`src/rtl/qch_pkg.sv`:
```
// Shared types and constants for the Q-channel power controller.
package qch_pkg;

  typedef enum logic [1:0] {
    Q_RUN     = 2'd0,
    Q_REQUEST = 2'd1,
    Q_STOPPED = 2'd2,
    Q_EXIT    = 2'd3
  } qch_state_t;

  localparam int unsigned QCH_SYNC_STAGES = 2;

endpackage

```
`src/rtl/qch_sync2.sv`:
```
// Multi-flop synchroniser for a single asynchronous level signal.
// The reset value is chosen per instance so the synced level starts inactive.
module qch_sync2
  import qch_pkg::*;
#(
  parameter logic RESET_VAL = 1'b0
) (
  input  logic clk,
  input  logic reset_n,
  input  logic d_i,
  output logic q_o
);

  logic [QCH_SYNC_STAGES-1:0] r_sync;

  // Shift the asynchronous input through the synchroniser chain.
  always_ff @(posedge clk or negedge reset_n) begin
    if (!reset_n) begin
      r_sync <= {QCH_SYNC_STAGES{RESET_VAL}};
    end else begin
      r_sync <= {r_sync[QCH_SYNC_STAGES-2:0], d_i};
    end
  end

  assign q_o = r_sync[QCH_SYNC_STAGES-1];

endmodule

```
`src/rtl/qch_power_controller.sv`:
```
// Q-channel power controller: requests quiescence after an idle period, gates the
// device clock while stopped and wakes the device on activity or software request.
// Optional statistics counters are built only when QCH_STATS_EN is defined;
// otherwise stop_cnt_o and stop_cycles_o are tied to zero.
module qch_power_controller
  import qch_pkg::*;
#(
  parameter int unsigned IDLE_CYCLES = 16,
  parameter int unsigned STAT_W      = 16
) (
  input  logic              clk,
  input  logic              reset_n,
  input  logic              enable_i,
  input  logic              wake_req_i,
  input  logic              qactive_i,
  input  logic              qacceptn_i,
  output logic              qreqn_o,
  output logic              clk_en_o,
  output logic [1:0]        pwr_state_o,
  output logic              proto_err_o,
  output logic [STAT_W-1:0] stop_cnt_o,
  output logic [STAT_W-1:0] stop_cycles_o
);

  localparam int unsigned CNT_W = $clog2(IDLE_CYCLES + 1);
  localparam logic [CNT_W-1:0] CNT_MAX = CNT_W'(IDLE_CYCLES - 1);

  logic w_qactive_s;
  logic w_qacceptn_s;
  logic w_idle;
  logic w_err_set;

  qch_state_t       r_state;
  qch_state_t       w_state_nxt;
  logic [CNT_W-1:0] r_idle_cnt;
  logic [CNT_W-1:0] w_idle_cnt_nxt;
  logic             r_qreqn;
  logic             r_clk_en;
  logic             r_proto_err;

  qch_sync2 #(
    .RESET_VAL (1'b0)
  ) u_sync_qactive (
    .clk     (clk),
    .reset_n (reset_n),
    .d_i     (qactive_i),
    .q_o     (w_qactive_s)
  );

  qch_sync2 #(
    .RESET_VAL (1'b1)
  ) u_sync_qacceptn (
    .clk     (clk),
    .reset_n (reset_n),
    .d_i     (qacceptn_i),
    .q_o     (w_qacceptn_s)
  );

  assign w_idle = ~w_qactive_s & enable_i & ~wake_req_i;

  // Next-state and idle-counter logic; the counter only runs in RUN and is zero elsewhere.
  always_comb begin
    w_state_nxt    = r_state;
    w_idle_cnt_nxt = '0;
    unique case (r_state)
      Q_RUN: begin
        if (w_idle) begin
          if (r_idle_cnt == CNT_MAX) begin
            w_state_nxt    = Q_REQUEST;
            w_idle_cnt_nxt = r_idle_cnt;
          end else begin
            w_idle_cnt_nxt = r_idle_cnt + CNT_W'(1);
          end
        end
      end
      // No deny path: once requested, wait for accept regardless of activity or wake.
      Q_REQUEST: begin
        if (!w_qacceptn_s) begin
          w_state_nxt = Q_STOPPED;
        end
      end
      Q_STOPPED: begin
        if (w_qactive_s || wake_req_i || !enable_i) begin
          w_state_nxt = Q_EXIT;
        end
      end
      Q_EXIT: begin
        if (w_qacceptn_s) begin
          w_state_nxt = Q_RUN;
        end
      end
      default: begin
        w_state_nxt = Q_RUN;
      end
    endcase
  end

  // State, counter and registered outputs derived from the next state.
  always_ff @(posedge clk or negedge reset_n) begin
    if (!reset_n) begin
      r_state    <= Q_RUN;
      r_idle_cnt <= '0;
      r_qreqn    <= 1'b1;
      r_clk_en   <= 1'b1;
    end else begin
      r_state    <= w_state_nxt;
      r_idle_cnt <= (w_state_nxt == Q_RUN) ? w_idle_cnt_nxt : '0;
      r_qreqn    <= !((w_state_nxt == Q_REQUEST) || (w_state_nxt == Q_STOPPED));
      r_clk_en   <= (w_state_nxt != Q_STOPPED);
    end
  end

  // Accept low in RUN or accept high in STOPPED is a device protocol violation.
  assign w_err_set = ((r_state == Q_RUN) && !w_qacceptn_s) ||
                     ((r_state == Q_STOPPED) && w_qacceptn_s);

  // Sticky protocol error flag, cleared only by reset.
  always_ff @(posedge clk or negedge reset_n) begin
    if (!reset_n) begin
      r_proto_err <= 1'b0;
    end else if (w_err_set) begin
      r_proto_err <= 1'b1;
    end
  end

  assign qreqn_o     = r_qreqn;
  assign clk_en_o    = r_clk_en;
  assign pwr_state_o = r_state;
  assign proto_err_o = r_proto_err;

`ifdef QCH_STATS_EN
  logic [STAT_W-1:0] r_stop_cnt;
  logic [STAT_W-1:0] r_stop_cycles;
  logic              w_stop_entry;

  assign w_stop_entry = (r_state == Q_REQUEST) && (w_state_nxt == Q_STOPPED);

  // Saturating counts of STOPPED entries and of cycles spent in STOPPED.
  always_ff @(posedge clk or negedge reset_n) begin
    if (!reset_n) begin
      r_stop_cnt    <= '0;
      r_stop_cycles <= '0;
    end else begin
      if (w_stop_entry && (r_stop_cnt != '1)) begin
        r_stop_cnt <= r_stop_cnt + STAT_W'(1);
      end
      if ((r_state == Q_STOPPED) && (r_stop_cycles != '1)) begin
        r_stop_cycles <= r_stop_cycles + STAT_W'(1);
      end
    end
  end

  assign stop_cnt_o    = r_stop_cnt;
  assign stop_cycles_o = r_stop_cycles;
`else
  assign stop_cnt_o    = '0;
  assign stop_cycles_o = '0;
`endif

endmodule

```
`config.mk`:
```
export PLATFORM = sky130hd
export DESIGN_NAME = qch_power_controller
export DESIGN_NICKNAME = d
export VERILOG_FILES = /design/src/rtl/qch_pkg.sv /design/src/rtl/qch_sync2.sv /design/src/rtl/qch_power_controller.sv
export SDC_FILE = /design/constraint.sdc
export NUM_CORES = 1
export LEC_CHECK = 0
export CELL_PAD_IN_SITES_DETAIL_PLACEMENT = 1
export CELL_PAD_IN_SITES_GLOBAL_PLACEMENT = 1
export CORE_MARGIN = 2
export CORE_UTILIZATION = 30
export DETAILED_ROUTE_END_ITERATION = 8
export PLACE_DENSITY_LB_ADDON = 0.1
export SYNTH_ARGS = -nofsm -noshare
export SYNTH_HDL_FRONTEND = slang
export SYNTH_SLANG_ARGS = --single-unit
```
`constraint.sdc`:
```
create_clock -name clk -period 4.35 [get_ports clk]
set_input_delay 1.0875 -clock clk [delete_from_list [all_inputs] [get_ports clk]]
set_output_delay 1.0875 -clock clk [all_outputs]
set_load 0.03 [all_outputs]
```
; Word level (Yosys, flattened, before mapping)
; Cells that the tools add are included.
[word_totals]
word_cells = 41
output_inout_bits = 37
reg_bits = 14
inputBits = 6
[op_classes]
eq_ne = 8
mux = 10
n_addsub = 1
n_bitwise = 4
reduce_logical = 11
[ops]
columns = op, n
row1 = $mux W5, 4
row2 = $mux W2, 5
row3 = $pmux W2 S4, 1
row4 = $eq A2 B2 Y1 const B, 3
row5 = $add A5 B1 Y5 const B, 1
row6 = $eq A5 B4 Y1 const B, 1
row7 = $eq A2 B1 Y1 const B, 2
row8 = $logic_not A2 Y1, 2
row9 = $logic_or A1 B1 Y1, 4
row10 = $ne A4 B4 Y1 const B, 1
row11 = $logic_not A1 Y1, 3
row12 = $and A1 B1 Y1, 2
row13 = $logic_and A1 B1 Y1, 2
row14 = $ne A2 B2 Y1 const B, 1
row15 = $not A1 Y1, 2

; Logic depth before layout (Yosys ltp)
[logic_depth]
depth_word = 8
mapped_depth = 9
mapped_depth_nobuf = 8

; Modules after synthesis
; From an unflattened synthesis, not the netlist that was laid out.
[unflattened]
hier_cells = 82
hier_area_um2 = 849.6
[modules_own_cells]
columns = module, seq_area_each_um2, area_per_inst_um2, cells_each, instances
row1 = qch_power_controller, 252.7, 747.0, 78, 1
row2 = qch_sync2 at u_sync_qacceptn, 52.6, 52.6, 2, 1
row3 = qch_sync2 at u_sync_qactive, 50.0, 50.0, 2, 1

; Worst setup path before layout
; OpenSTA, ideal clock, no wires.
[synth_timing]
path_kind = input to register
startpoint = input port wake_req_i
endpoint = register r_idle_cnt[0]
path_stages = 6
arrival_ns = 2.031
path_slack_ns = 2.246
setup_ns = 0.073
cell_sequence = nor2_1 > and4b_4 > o31ai_1 > ha_1 > nand4_1 > nor2_1
[synth_between]
elab_chain_cells = 6
word_cells_on_any_way = 12
[synth_lines]
columns = element, line
row1 = start: declaration, qch_power_controller.sv:14  ; input logic wake_req_i,
row2 = $not A1 Y1 or $logic_or A1 B1 Y1 (tied branches), "qch_power_controller.sv:59, qch_power_controller.sv:83"
row3 = $and A1 B1 Y1 or $logic_or A1 B1 Y1 (tied branches), "qch_power_controller.sv:59, qch_power_controller.sv:83"
row4 = "$mux W2, on equally long branches", "qch_power_controller.sv:67, qch_power_controller.sv:83"
row5 = $pmux W2 S4, qch_power_controller.sv:65  ; unique case (r_state)
row6 = $logic_not A2 Y1, qch_power_controller.sv:107  ; r_idle_cnt <= (w_state_nxt == Q_RUN) ? w_idle_cnt_nxt : '0;
row7 = $ne A4 B4 Y1 (no source line) or $mux W5 (tied branches), n/a
row8 = end signal: assignment, qch_power_controller.sv:107
row9 = end: declaration, qch_power_controller.sv:35  ; logic [CNT_W-1:0] r_idle_cnt;
; Parallel ways exist; a longest one is shown, timed or not.
; A chain may end at the register's enable or synchronous reset.

; Worst setup path after layout
[layout_timing]
startpoint = register r_state[1] (netlist: pwr_state_o[1])
endpoint = output port pwr_state_o[1]
[layout_rtl]
columns = element, line
row1 = start: declaration, qch_power_controller.sv:33  ; qch_state_t r_state;
row2 = start signal: assignment, qch_power_controller.sv:106  ; r_state <= w_state_nxt;
row3 = end: declaration, qch_power_controller.sv:19  ; output logic [1:0] pwr_state_o,
; No word-level cell between the ends.

==> key figures <==
Setup path
  • R2r endpoint: r_idle_cnt[0]
  • Startpoint types: flip-flop
  • Max incr delay on CP: around 720 ps
  • WS Path Type: reg -> out
  • Reg2reg start: r_idle_cnt[0]
  • Worst-path cell chain: clkdlybuf4s50_1
  • Buffer and inverter count on the worst path: 1
  • Worst reg2reg setup slack: 2020 ps
  • Delay-heaviest family, CP: buffers and inverters
  • Critical path endpoint category: primary output
  • Critical Path AT: roughly 1500 ps
  • CP max-delay cell: clkdlybuf4s50_1
  • Req. time, crit path: around 3300 ps
  • R2r worst-path depth: 8
  • Maximum net fanout on the critical path: 6

Drt
  • Vias: 473
  • Routed Wire Length: 1290 um
  • Met2 WL: slightly below 600 um
  • DRC errors left: 0
  • Met1 wire length: 596 um
  • Avg WL per Cell: a little over 10 um
  • Highest routed layer: met3
  • Drt first pass iters: 2
  • ANT nets after route: 0
  • Met3 wire len: between 100 and 150 um
  • Initial DRC Count: 1
  • Vias/cell: about 3.8

Yosys
  • Post-synth EDFFs: 0
  • Synthesized flop and latch total: 14
  • Avg Cell Area, Syn: ~10 sq um
  • Netlist Area Pre-Place: approximately 850 sq um
  • Yosys Warn Count: 0
  • Register area share after synthesis: between 40% and 50%
  • Synth async-reset ratio: between 90% and 100%
  • Main flop type after synthesis: dfrtp_1
  • Synth unique cells: 24
  • Post-Syn Instances: 82

CTS
  • Root Buffer: clkbuf_4
  • Clock transition at path regs: approximately 90 ps
  • CTS tree: done
  • Post-CTS setup buffer count: 0
  • Clk sink count: 14
  • Post-CTS resize count: 0
  • H-tree lvl count: 1
  • Max Buffers Root-to-Sink: 2
  • Clock Latency Late Sink: ~280 ps
  • Hold_buf cts: 0
  • CTS Buf Count: 3

STA
  • Fin. Hold Viols: 0
  • Slew of the pin with the lowest slew margin: approximately 650 ps
  • RSZ-0062 raised after global routing: false
  • Hold_ws: between 300 and 400 ps
  • TNS Setup: 0 ps
  • Crit share post-route: 58.8%
  • Setup-failing EPs final: 0
  • Period minus WS final: around 2600 ps
  • Clock Skews: ~2.6 ps
  • Max frequency: 391 MHz
  • Slew Viols, Final: 0
  • Max transition margin: a little under three fifths

Floorplan
  • DIE AREA: ~0.0033 sq mm
  • Die Ht: around 57 um
  • Initial Util: between 30 and 40%
  • Core area: around 0.0027 sq mm
  • Row cnt: 19
  • Top Ports: 43
  • Die width: ~57 um

Power
  • Combinational fraction of design power: between 10% and 20%
  • Worst VDD drop: 0.144 mV
  • Switching Fraction: 31.6%
  • Clk pwr share: roughly 35%
  • Switching power: a little under 0.00009 W
  • Leak pwr: approximately 0.44 nW
  • Power per cell area: just over 300 mW/mm^2
  • Flop pwr share: between 40% and 50%
  • Cell-internal power: 0.000190 W

Cells and area
  • Syn-to-layout area delta: 4.71%
  • Layout cells sized above 1: about a tenth
  • Design area: roughly 900 sq um
  • Ant. Diodes: 0
  • Layout net count: approximately 110

Flow run
  • Max Cap Violations: 0

Worst hold path
  • Hold EP: u_sync_qacceptn.r_sync[1]
  • Hold_sp: u_sync_qacceptn.r_sync[0]
  • Min-Delay Path Class: reg -> reg
  • Hold Crit Depth: 0

Place
  • GP Congestion: a little over 0.6
  • Dpl cell area: 853 sq um
  • Port buffer count: 10
  • DP HPWL: approximately 1000 um

Global routing
  • Initial antenna violation count: 0
  • Global-route wire length before repair: between 1500 and 2000 um
  • Vias in the first global route: about 420
  • Largest net degree at the start of global routing: 15
  • All-Layer GR Usage: roughly 8%
  • Grt total ovfl: 0

Run status
  • Status: complete, no violations
per-stage QoR:
| stage | cells | utilization [%] | power, W | worst slack [ps] |
|---|---|---|---|---|
| after floorplan | 113 | - | 0.000198 | 2250 |
| after global placement | 121 | 31.2 | 0.000184 | 1490 |
| after detailed placement | 121 | 31.2 | 0.000184 | 1470 |
| after CTS | 125 | 32.5 | 0.000281 | 1770 |
| after global routing | 125 | 32.5 | 0.000294 | 1710 |
| final | 125 | 32.5 | 0.000277 | 1790 |
worst max-delay path by stage:
stage,from,endpoint,cells past startpoint
CTS,wake_req_i,r_idle_cnt[0],7
global placement,wake_req_i,r_idle_cnt[0],7
global route,wake_req_i,r_idle_cnt[2],7
floorplan,wake_req_i,r_idle_cnt[0],6
detailed placement,wake_req_i,r_idle_cnt[0],7
finish,pwr_state_o[1],pwr_state_o[1],1
registers in the layout, summed over array words and instances (netlist names):
signal / flops
r_idle_cnt: 5
clk_en_o: 1
qreqn_o: 1
proto_err_o: 1
pwr_state_o: 2
u_sync_qacceptn.r_sync: 2
u_sync_qactive.r_sync: 2
cells in the final DEF, fill, tap and decap left out, types with 3 or more instances in the layout:
| master | synthesis | routed |
|---|---|---|
| clkbuf_4 | 0 | 3 |
| clkdlybuf4s50_1 | 0 | 10 |
| conb_1 | 1 | 32 |
| dfrtp_1 | 10 | 10 |
| dfstp_2 | 4 | 4 |
| ha_1 | 4 | 4 |
| inv_1 | 4 | 4 |
| nor2_1 | 8 | 8 |
| xor2_1 | 3 | 3 |
layer usage:
layer | up-vias | GRT usage (%)
met5 | - | 0
li1 | 221 | -
met1 | 231 | 10.8
met4 | 0 | 0
met2 | 21 | 12.3
met3 | 0 | 4.76
power by group through the flow:
stage / Sequential (W) / Clock (W) / Combinational [W]
final: 0.000135 / 0.0000957 / 0.0000469
after floorplan: 0.000137 / 0 / 0.0000606
after global placement: 0.000137 / 0 / 0.0000467
after global routing: 0.000135 / 0.000108 / 0.0000502
after detailed placement: 0.000137 / 0 / 0.0000468
after CTS: 0.000135 / 0.0000992 / 0.0000469
synth_stat cells (3+ instances only):
master | number | area share, %
buf_4 | 32 | 28
dfrtp_1 | 10 | 29
nor2_1 | 8 | 3.5
dfstp_2 | 4 | 12
ha_1 | 4 | 5.9
inv_1 | 4 | 1.8
xor2_1 | 3 | 3.1
final cells by class:
type / instances / area (sq um)
tap: 31 / 38.8
sequential: 14 / 355
multi-input combinational: 62 / 344
fill: 323 / 1840
clock buffer: 4 / 36.3
inverter: 4 / 15.0
timing repair buffer: 10 / 100
cells by family (layout without fill, tap and decap cells):
group	after synthesis	after routing	share of synthesized area, %
XOR/XNOR	4	4	4.12
AND/OR/NAND/NOR	16	16	11.2
AO/OA/AOI/OAI	5	5	3.98
other	1	32	0.441
buffers and inverters	37	18	31.4
flip-flops	14	14	41.8
adder cells (fa/ha/maj)	4	4	5.89
multiplexers	1	1	1.18
Note: power is estimated with default switching activity, not from simulation.
